## src/rtl/bip_control_fsm.sv

```systemverilog
// BIP multi-cycle control: FETCH/EXEC/HALT with a stallable instruction-memory handshake. Each instruction takes at least 2 cycles.
// FETCH holds o_fetch_req until i_instr_valid arrives. The strobes are decoded from the state and the IR, so a reset clears them at once.
module bip_control_fsm #(
  parameter int NB_INSTRUC = 16,
  parameter int NB_OPCODE  = 5,
  parameter int NB_OPERAND = 11,
  parameter int NB_ADDR    = 11,
  parameter int NB_COUNT   = 16
) (
  input  logic                  i_clk,
  input  logic                  i_rst,
  input  logic [NB_INSTRUC-1:0] i_instruc,
  input  logic                  i_instr_valid,
  input  logic                  i_acc_zero,
  output logic                  o_fetch_req,
  output logic [NB_ADDR-1:0]    o_addr,
  output logic [NB_OPERAND-1:0] o_operand,
  output logic [1:0]            o_SelA,
  output logic                  o_SelB,
  output logic                  o_WrAcc,
  output logic                  o_op,
  output logic                  o_WrRam,
  output logic                  o_RdRam,
  output logic                  o_halted,
  output logic [NB_COUNT-1:0]   o_retired
);

  typedef enum logic [1:0] {
    S_FETCH = 2'd0,
    S_EXEC  = 2'd1,
    S_HALT  = 2'd2
  } state_t;

  localparam logic [NB_OPCODE-1:0] OP_HLT  = NB_OPCODE'(0);
  localparam logic [NB_OPCODE-1:0] OP_STO  = NB_OPCODE'(1);
  localparam logic [NB_OPCODE-1:0] OP_LD   = NB_OPCODE'(2);
  localparam logic [NB_OPCODE-1:0] OP_LDI  = NB_OPCODE'(3);
  localparam logic [NB_OPCODE-1:0] OP_ADD  = NB_OPCODE'(4);
  localparam logic [NB_OPCODE-1:0] OP_ADDI = NB_OPCODE'(5);
  localparam logic [NB_OPCODE-1:0] OP_SUB  = NB_OPCODE'(6);
  localparam logic [NB_OPCODE-1:0] OP_SUBI = NB_OPCODE'(7);
  localparam logic [NB_OPCODE-1:0] OP_BEQ  = NB_OPCODE'(8);
  localparam logic [NB_OPCODE-1:0] OP_BNE  = NB_OPCODE'(9);
  localparam logic [NB_OPCODE-1:0] OP_JMP  = NB_OPCODE'(10);

  state_t                  state_q, state_d;
  logic [NB_ADDR-1:0]      pc_q, pc_d;
  logic [NB_INSTRUC-1:0]   ir_q, ir_d;
  logic [NB_COUNT-1:0]     ret_q, ret_d;

  logic [NB_OPCODE-1:0]    opcode;
  logic [NB_OPERAND-1:0]   operand;
  logic [NB_ADDR-1:0]      pc_inc;
  logic [NB_ADDR-1:0]      target;

  assign opcode  = ir_q[NB_INSTRUC-1 -: NB_OPCODE];
  assign operand = ir_q[NB_OPERAND-1:0];
  assign pc_inc  = pc_q + NB_ADDR'(1);

  generate
    if (NB_OPERAND >= NB_ADDR) begin : g_tgt_trunc
      assign target = operand[NB_ADDR-1:0];
    end else begin : g_tgt_zext
      assign target = {{(NB_ADDR-NB_OPERAND){1'b0}}, operand};
    end
  endgenerate

  always_ff @(posedge i_clk or negedge i_rst) begin
    if (!i_rst) begin
      state_q <= S_FETCH;
      pc_q    <= '0;
      ir_q    <= '0;
      ret_q   <= '0;
    end else begin
      state_q <= state_d;
      pc_q    <= pc_d;
      ir_q    <= ir_d;
      ret_q   <= ret_d;
    end
  end

  always_comb begin
    state_d     = state_q;
    pc_d        = pc_q;
    ir_d        = ir_q;
    ret_d       = ret_q;
    o_fetch_req = 1'b0;
    o_halted    = 1'b0;
    o_SelA      = 2'b00;
    o_SelB      = 1'b0;
    o_WrAcc     = 1'b0;
    o_op        = 1'b0;
    o_WrRam     = 1'b0;
    o_RdRam     = 1'b0;

    case (state_q)
      S_FETCH: begin
        o_fetch_req = 1'b1;
        if (i_instr_valid) begin
          ir_d    = i_instruc;
          state_d = S_EXEC;
        end
      end

      S_EXEC: begin
        state_d = S_FETCH;
        ret_d   = ret_q + NB_COUNT'(1);
        pc_d    = pc_inc;
        case (opcode)
          OP_HLT: begin
            // The halting instruction itself is not retired and leaves the pc where it is
            state_d = S_HALT;
            ret_d   = ret_q;
            pc_d    = pc_q;
          end
          OP_STO:  o_WrRam = 1'b1;
          OP_LD: begin
            o_RdRam = 1'b1;
            o_WrAcc = 1'b1;
          end
          OP_LDI: begin
            o_SelA  = 2'b01;
            o_WrAcc = 1'b1;
          end
          OP_ADD, OP_SUB: begin
            o_RdRam = 1'b1;
            o_op    = (opcode == OP_SUB);
            o_SelA  = 2'b10;
            o_WrAcc = 1'b1;
          end
          OP_ADDI, OP_SUBI: begin
            o_SelB  = 1'b1;
            o_op    = (opcode == OP_SUBI);
            o_SelA  = 2'b10;
            o_WrAcc = 1'b1;
          end
          OP_BEQ:  if (i_acc_zero)  pc_d = target;
          OP_BNE:  if (!i_acc_zero) pc_d = target;
          OP_JMP:  pc_d = target;
          default: ;
        endcase
      end

      S_HALT: o_halted = 1'b1;

      default: state_d = S_FETCH;
    endcase
  end

  assign o_addr    = pc_q;
  assign o_operand = operand;
  assign o_retired = ret_q;

endmodule

```

## config.mk

```make
export PLATFORM = sky130hd
export DESIGN_NAME = bip_control_fsm
export DESIGN_NICKNAME = d
export VERILOG_FILES = /design/src/rtl/bip_control_fsm.sv
export SDC_FILE = /design/constraint.sdc
export NUM_CORES = 1
export LEC_CHECK = 0
export ABC_AREA = 1
export CORE_ASPECT_RATIO = 1.4
export CORE_MARGIN = 2
export CORE_UTILIZATION = 41
export DETAILED_ROUTE_END_ITERATION = 12
export GPL_ROUTABILITY_DRIVEN = 0
export PLACE_DENSITY_LB_ADDON = 0.05
export RECOVER_POWER = 50
export SYNTH_ARGS = -nofsm -noshare
export SYNTH_HDL_FRONTEND = slang
export SYNTH_SLANG_ARGS = --single-unit
export TNS_END_PERCENT = 100
```

## constraint.sdc

```tcl
create_clock -name i_clk -period 3.7 [get_ports i_clk]
set_clock_uncertainty 0.15 [all_clocks]
set_input_delay 0.74 -clock i_clk [delete_from_list [all_inputs] [get_ports i_clk]]
set_output_delay 0.74 -clock i_clk [all_outputs]
set_load 0.02 [all_outputs]
```

# ---- Yosys cells after proc, flatten, opt, wreduce, memory -nomap -nowiden
# Cells that the tools add are included.
dict set report word_totals {
  word_cells 51
  output_inout_bits 47
  in_bits 20
  reg_bits 45
}
dict set report op_classes {
  eq_ne 13
  n_reduce_logical 10
  addsub 2
  n_bitwise 2
  mux 20
}
# op count
set op_table {}
lappend op_table {{$pmux W11 S4} 1}
lappend op_table {{$mux W11} 2}
lappend op_table {{$eq A5 B3 Y1 const B} 4}
lappend op_table {{$add A16 B1 Y16 const B} 1}
lappend op_table {{$eq A5 B4 Y1 const B} 3}
lappend op_table {{$add A11 B1 Y11 const B} 1}
lappend op_table {{$mux W1} 11}
lappend op_table {{$eq A5 B2 Y1 const B} 2}
lappend op_table {{$mux W2} 3}
lappend op_table {{$pmux W2 S3} 1}
lappend op_table {{$reduce_and A2 Y1} 3}
lappend op_table {{$reduce_or A6 Y1} 1}
lappend op_table {{$eq A5 B1 Y1 const B} 1}
lappend op_table {{$logic_not A5 Y1} 1}
lappend op_table {{$pmux W2 S2} 1}
lappend op_table {{$reduce_or A2 Y1} 2}
lappend op_table {{$reduce_or A4 Y1} 1}
lappend op_table {{$reduce_or A3 Y1} 1}
lappend op_table {{$eq A2 B1 Y1 const B} 1}
lappend op_table {{$eq A2 B2 Y1 const B} 1}
lappend op_table {{$logic_not A2 Y1} 1}
lappend op_table {{$ne A2 B2 Y1 const B} 1}
lappend op_table {{$not A1 Y1} 2}
lappend op_table {{$pmux W1 S2} 1}

# ---- Depth between registers and ports, before layout
# Gate-level depths: netlist of run 1.
dict set report depth {
  ltp_word 4
  depth_mapped 11
}

# ---- Worst setup path after synthesis of run 1
# OpenSTA, ideal clock, no wires.
dict set report synth_path {
  path_kind {register -> output}
  start {register state_q[1]}
  end {output o_WrAcc}
  arrival_ns 1.512
  path_buffers 0
  stages_incl_launch_ff 6
  required_ns 2.810
  slack_ns 1.298
  path_cell_list {dfrtp_1 nor2_2 inv_1 nor3_1 a31oi_1 o21ai_1}
}
dict set report synth_between {
  elab_chain_cells 2
}
# item line
set synth_rtl {}
lappend synth_rtl {{from (decl)} 46} ;# state_t state_q, state_d;
lappend synth_rtl {{from (signal assigned)} 75} ;# state_q <= state_d;
lappend synth_rtl {{$eq A2 B1 Y1} 96} ;# case (state_q)
lappend synth_rtl {{$mux W1} 96}
lappend synth_rtl {{to (decl)} 20} ;# output logic o_WrAcc,
# Every way passes these cells.

# ---- Worst setup path after layout of run 1
dict set report layout_path {
  start {register ir_q[11]}
  end {output o_RdRam}
}
dict set report layout_between {
  elab_chain_cells 4
}
# item line
set layout_rtl {}
lappend layout_rtl {{from (decl)} 48} ;# logic [NB_INSTRUC-1:0] ir_q, ir_d;
lappend layout_rtl {{from (signal assigned)} 77} ;# ir_q <= ir_d;
lappend layout_rtl {{$eq A5 B3 Y1 or $eq A5 B2 Y1 (tied branches)} 109} ;# case (opcode)
lappend layout_rtl {{$reduce_or A3 Y1 (no source line) *} --}
lappend layout_rtl {{$mux W1 *} 109}
lappend layout_rtl {{$mux W1 *} 96}
lappend layout_rtl {{to (decl)} 23} ;# output logic o_RdRam,
# Every way passes the cells marked *; elsewhere a longest branch is shown, timed or not.

==> impl_metrics.tcl, run 1 <==
set metrics [dict create \
    outcome "complete, but fails checks" \
    violations "capacitance limit, slew limit" \
    antenna_left 0 \
    cpPeakStageDelay_ns 0.63 \
    die_w_um 72.14 \
    finalSetupTns_ns 0 \
    cts_tree "done" \
    rr_startpoint "ir_q[11]$_DFFE_PN0P_" \
    ioPinCount 67 \
    cts_buffers 5 \
    power_leakage_nw 1.573 \
    area_growth_pct 25.49 \
    critical_path.max_fanout 6 \
    synth_nets 386 \
    core_area_sq_um 6254 \
    htree_levels 2 \
    overflow 0 \
    ff2ff_setup_slack_ns 1.06 \
    drtIter0Drc 138 \
    start_kind "flip-flop" \
    ir_drop_uv 354.9 \
    antenna_cells 0 \
    drt-pass1-iter-count 4 \
    hold_viol 0 \
    synth.distinct_cells 29 \
    yosysSeqAreaShare_pct 42.25 \
    crit_slowest_cell "clkdlybuf4s50_1" \
    period_minus_slack_ns 3.038 \
    io_buffers 66 \
    cp_top_family "buffers and inverters" \
    maxCapViolCount 1 \
    cp_data_arrival_time_ns 2.15 \
    grt_max_degree 46 \
    insertion_delay_ns 0.30 \
    min_from "ir_q[5]$_DFFE_PN0P_" \
    avgSynthCellArea_sq_um 7.322 \
    synth_area_sq_um 2665 \
    tightest_slew_ns 2.427 \
    clkTransAtPathRegs_ns 0.08 \
    initial_utilization_pct 42.62 \
    crit_path_end_kind "output port" \
    routed_wl_um 6099 \
    clock_path_buffers 2 \
    cts.root.buffer_cell "clkbuf_8" \
    fmax_mhz 329.2 \
    rsz0062_at_grt "false" \
    power_density_nw_per_um2 725.9 \
    cpMostUsedCell "nand2_1" \
    hpwlAfterDp_um 4491 \
    grt_pass1_vias 2329 \
    avgViaCountPerCell 4.920 \
    period_share_pct 82.11 \
    post_cts_buffers 0 \
    cts_resized 0 \
    wl_per_cell_um 12.45 \
    vias 2411 \
    drive_gt1_share_pct 5.024 \
    grt_antenna_before_repair 0 \
    hold_class "flip-flop to flip-flop" \
    nNetsFinal 441 \
    postCtsHoldBufs 0 \
    grt_pass1_wl_um 10680 \
    slew_violations 46 \
    synthCells 364 \
    critPathLaunch "ir_q[11]$_DFFE_PN0P_" \
    worst-setup-path-type "flip-flop to output port" \
    finalSetupViolCount 0 \
    crit_chain "nor2_1 -> nand2_1 -> nand2_1 -> nand2_1 -> a21oi_1 -> clkdlybuf4s50_1" \
    ys_ff_latch 45 \
    crit_buf_inv 1 \
    max_slew_margin_pct -61.83 \
    ys.warnings.count 0 \
    drc 0 \
    grtUsageTotal_pct 18.77 \
    fp-row-count 34 \
    final_core_util_pct 53.48 \
    die_h_um 99.40 \
    clock-sinks 45 \
    cp.required_ns 2.81 \
    fp.dieArea_sq_um 7170 \
]
==> per-stage QoR <==
step	cell area, sq um	hold WS (ns)	worst slack, ns	std cells	total power (W)
6_report	3344	0.3693	0.6619	490	0.002428
5_1_grt	3344	0.3859	0.3389	490	0.002646
4_1_cts	3359	0.3720	0.7292	490	0.002471
3_5_place_dp	3286	0.3494	1.070	484	0.002173
3_3_place_gp	3286	0.3538	1.127	484	0.002156
2_1_floorplan	2665	0.2944	1.298	364	0.001756
==> final cells by class <==
| cell class | instances | area [sq um] |
|---|---|---|
| well taps | 72 | 90.09 |
| clock inverters | 1 | 5.005 |
| repair buffers | 66 | 654.4 |
| flip-flops and latches | 45 | 1126 |
| inverters | 44 | 165.2 |
| multi-input cells | 257 | 1235 |
| fillers | 635 | 2909 |
| clock buffers | 5 | 68.82 |
==> tightest hold or removal path, stage by stage, from the launching register on <==
cell	delay [ns]
dfrtp_1	0.38
nand2_1	0.06
nand2_1	0.05
==> worst paths after layout <==
check | depth (start not counted) | end
worst min register to register | 2 | ir_q[5]$_DFFE_PN0P_
worst max register to register | 7 | o_addr[4]$_DFFE_PN0P_
max in group asynchronous | 1 | ir_q[13]$_DFFE_PN0P_
min in group asynchronous | 1 | o_retired[4]$_DFFE_PN0P_
worst min-delay path | 2 | ir_q[5]$_DFFE_PN0P_
worst max-delay path | 6 | o_RdRam
==> cell families (layout without fill, tap and decap cells) <==
kind of cell	after synthesis	after routing	share of synthesized area, %
adders and majority gates	2	2	0.9388
xor gates and xnor gates	16	16	5.258
buffers and inverters	62	116	10.89
and+or+nand+nor	217	217	35.59
DFF	45	45	42.25
AOI/OAI and AO/OA	22	22	5.070
==> synth_stat cells <==
master | count | area [sq um]
a211oi_4 | 1 | 20.02
a21oi_1 | 3 | 15.01
a31oi_1 | 2 | 12.51
buf_2 | 1 | 5.000
buf_4 | 13 | 97.59
buf_6 | 1 | 11.26
clkbuf_1 | 3 | 11.26
dfrtp_1 | 45 | 1126
ha_1 | 2 | 25.02
inv_1 | 38 | 142.6
inv_2 | 6 | 22.52
nand2_1 | 130 | 488.0
nand2_2 | 3 | 18.77
nand3_1 | 26 | 130.1
nand3_2 | 3 | 30.03
nand3_4 | 1 | 17.52
nand4_1 | 8 | 50.05
nand4_2 | 1 | 12.51
nor2_1 | 29 | 108.9
nor2_2 | 4 | 25.02
nor3_1 | 9 | 45.04
nor3_2 | 1 | 10.01
nor4_1 | 1 | 6.260
o211ai_1 | 3 | 22.52
o21ai_0 | 7 | 35.03
o21ai_1 | 6 | 30.03
or2_1 | 1 | 6.260
xnor2_1 | 4 | 35.03
xor2_1 | 12 | 105.1
==> cell usage in the layout (no fill, tap or decap), drive strengths merged <==
| cell | instances |
|---|---|
| nor2 | 33 |
| nor3 | 10 |
| nor4 | 1 |
| nand2 | 133 |
| ha | 2 |
| nand4 | 9 |
| clkdlybuf4s50 | 62 |
| a21oi | 3 |
| clkinv | 1 |
| xor2 | 12 |
| nand3 | 30 |
| or2 | 1 |
| xnor2 | 4 |
| dlygate4sd3 | 3 |
| a211oi | 1 |
| a31oi | 2 |
| dfrtp | 45 |
| clkbuf | 6 |
| o211ai | 3 |
| o21ai | 13 |
| inv | 44 |
==> registers in the layout, indices dropped and copies added (netlist names) <==
| register | count |
|---|---|
| ir_q | 16 |
| o_addr | 11 |
| o_retired | 16 |
| state_q | 2 |
==> metal layers <==
| layer | vias up | GRT usage, % | wire (um) |
|---|---|---|---|
| met5 | - | 0 | 0 |
| met4 | 0 | 6.967 | 109 |
| met3 | 9 | 3.141 | 254 |
| met2 | 61 | 32.32 | 2997 |
| met1 | 1102 | 23.21 | 2738 |
| li1 | 1239 | - | - |
==> power breakdown <==
group	internal (W)	switching (W)	total (W)
logic	0.000508	0.000772	0.00128
registers	0.000665	0.000198	0.000863
clock network	0.000125	0.000161	0.000286
total	0.00130	0.00113	0.00243
Power figures use the tool's default switching activity.
==> inputs of run 2 (changes only) <==
==> constraint.sdc (replaced) <==
create_clock -name i_clk -period 2.9 [get_ports i_clk]
set_clock_uncertainty 0.15 [all_clocks]
set_input_delay 0.58 -clock i_clk [delete_from_list [all_inputs] [get_ports i_clk]]
set_output_delay 0.58 -clock i_clk [all_outputs]
set_load 0.02 [all_outputs]
==> impl_metrics.tcl, run 2 (synthesis gave the netlist of run 1 again) <==
set metrics [dict create \
    final_common_cell "nand2_1" \
    clkTransAtPathRegs_ns 0.08 \
    htree_levels 2 \
    switching_share_pct 46.52 \
    power_leakage_nw 1.576 \
    fp-row-count 34 \
    grt_antenna_before_repair 0 \
    ioPinCount 67 \
    p_sw_w 0.001448 \
    grt_pass1_wl_um 10520 \
    seq_power_share_pct 35.5 \
    drive_gt1_share_pct 5.952 \
    pwr-share-clk_pct 12.0 \
    wl_per_cell_um 12.62 \
    drt-pass1-iter-count 4 \
    hold_class "input pin to async pin" \
    period_share_pct 95.03 \
    outcome "completed" \
    fp.dieArea_sq_um 7170 \
    grt_pass1_vias 2326 \
    die_w_um 72.14 \
    power_density_nw_per_um2 927.5 \
    r2r_cells 7 \
    p_int_w 0.001665 \
    area_growth_pct 25.96 \
    rr_startpoint "ir_q[11]$_DFFE_PN0P_" \
    fin_total_pwr_w 0.003114 \
    insertion_delay_ns 0.30 \
    post_cts_buffers 0 \
    critical_path.endpoint "o_RdRam" \
    crit_path_end_kind "output port" \
    p_comb_share_pct 52.5 \
    io_buffers 66 \
    cts_tree "done" \
    core_area_sq_um 6254 \
    finish.instance_area_sq_um 3357 \
    cts_buffers 5 \
    placed_area_sq_um 3301 \
    period_minus_slack_ns 2.756 \
    start_kind "flip-flop" \
    critPathLaunch "ir_q[11]$_DFFE_PN0P_" \
    initial_utilization_pct 42.62 \
    hold_viol 0 \
    ir_drop_uv 461.3 \
    tightest_slew_ns 1.094 \
    avgViaCountPerCell 4.959 \
    drtIter0Drc 112 \
    fmax_mhz 362.8 \
    antenna_cells 0 \
    rsz0062_at_grt "false" \
    grt_max_degree 29 \
    nFillCells 641 \
    hpwlAfterDp_um 4655 \
    die_h_um 99.40 \
    max_slew_margin_pct 27.05 \
    slew_violations 0 \
    clock-sinks 45 \
    clock_path_buffers 2 \
    worst-setup-path-type "flip-flop to output port" \
    overflow 0 \
    routed_wl_um 6210 \
    final_cell_mix "131 x nand2_1, 64 x clkdlybuf4s50_1, 45 x dfrtp_1" \
    maxCapViolCount 0 \
    cts.root.buffer_cell "clkbuf_8" \
    finalSetupTns_ns 0 \
    drc 0 \
    cp_data_arrival_time_ns 2.03 \
    cp.required_ns 2.17 \
    finalSetupViolCount 0 \
    grtUsageTotal_pct 18.31 \
    critical_path.max_fanout 6 \
    r2r-end "o_addr[4]$_DFFE_PN0P_" \
    vias 2440 \
    nNetsFinal 443 \
    ff2ff_setup_slack_ns 0.54 \
    antenna_left 0 \
]
==> run 2: changes by cell type in the layout (fill, tap and decap cells not counted) <==
cell | before | now
o21ai_0 | 10 | 7
o21ai_1 | 3 | 6
clkdlybuf4s50_1 | 62 | 64
dlygate4sd3_1 | 3 | 1
nor2_1 | 31 | 29
nor2_2 | 2 | 4
buf_4 | 0 | 1
clkbuf_2 | 0 | 1
inv_1 | 39 | 38
inv_2 | 5 | 6
nand3_1 | 26 | 27
nand3_2 | 3 | 2
==> run 2: metal layers <==
| layer | track usage (%) | vias up | part of all wire (%) |
|---|---|---|---|
| met1 | 23.65 | 1120 | 44 |
| met5 | 0 | - | 0 |
| met2 | 30.42 | 65 | 49 |
| li1 | - | 1246 | - |
| met4 | 6.821 | 0 | 1.5 |
| met3 | 3.040 | 9 | 4.8 |
==> run 2: timing repair <==
item | CTS | global route
endpoints found under the setup margin | 0 | 1
hold buffers | 0 | 0
resized for setup | 0 | 1
==> run 2: worst min path at each step <==
| stage | startpoint | endpoint | slack [ns] | cells past startpoint |
|---|---|---|---|---|
| 4_1_cts | i_rst | o_retired[13]$_DFFE_PN0P_ | 0.08 | 1 |
| 2_1_floorplan | i_rst | ir_q[0]$_DFFE_PN0P_ | 0.13 | 0 |
| 6_report | i_rst | o_retired[6]$_DFFE_PN0P_ | 0.30 | 1 |
| 5_1_grt | ir_q[5]$_DFFE_PN0P_ | ir_q[5]$_DFFE_PN0P_ | 0.40 | 2 |
| 3_5_place_dp | ir_q[7]$_DFFE_PN0P_ | ir_q[7]$_DFFE_PN0P_ | 0.35 | 2 |
| 3_3_place_gp | ir_q[7]$_DFFE_PN0P_ | ir_q[7]$_DFFE_PN0P_ | 0.36 | 2 |
==> run 2: metrics by stage <==
step,hold WS [ns],std cells,worst slack (ns),util (%)
final,0.3038,492,0.1440,53.68
after global routing,0.4049,492,0.03520,53.68
after CTS,0.08346,492,0.1123,53.96
after detailed placement,0.3543,486,0.4438,52.78
after global placement,0.3562,486,0.4767,52.78
after floorplan,0.1344,364,0.6580,-
==> run 2: final cells by class <==
class / count / area (sq um) / area share, %
clock buffers: 5 / 68.82 / 2.050
clock inverters: 1 / 5.005 / 0.1491
inverters: 44 / 165.2 / 4.920
multi-input cells: 257 / 1235 / 36.79
flip-flops and latches: 45 / 1126 / 33.54
well taps: 72 / 90.09 / 2.684
repair buffers: 68 / 666.9 / 19.87
==> run 2: power by group through the flow <==
stage,logic [W],registers (W),clock network [W]
floorplan,0.00106,0.00118,0
global route,0.00182,0.00115,0.000400
CTS,0.00167,0.00111,0.000380
detailed placement,0.00166,0.00112,0
finish,0.00163,0.00111,0.000373
global placement,0.00165,0.00111,0
==> run 2: worst max-delay path, stage by stage (launching register included) <==
cell and delay (ns):
dfrtp_1 0.49, nor2_2 0.24, nand2_1 0.08, nand2_1 0.09
nand2_1 0.05, a21oi_1 0.16, clkdlybuf4s50_1 0.63
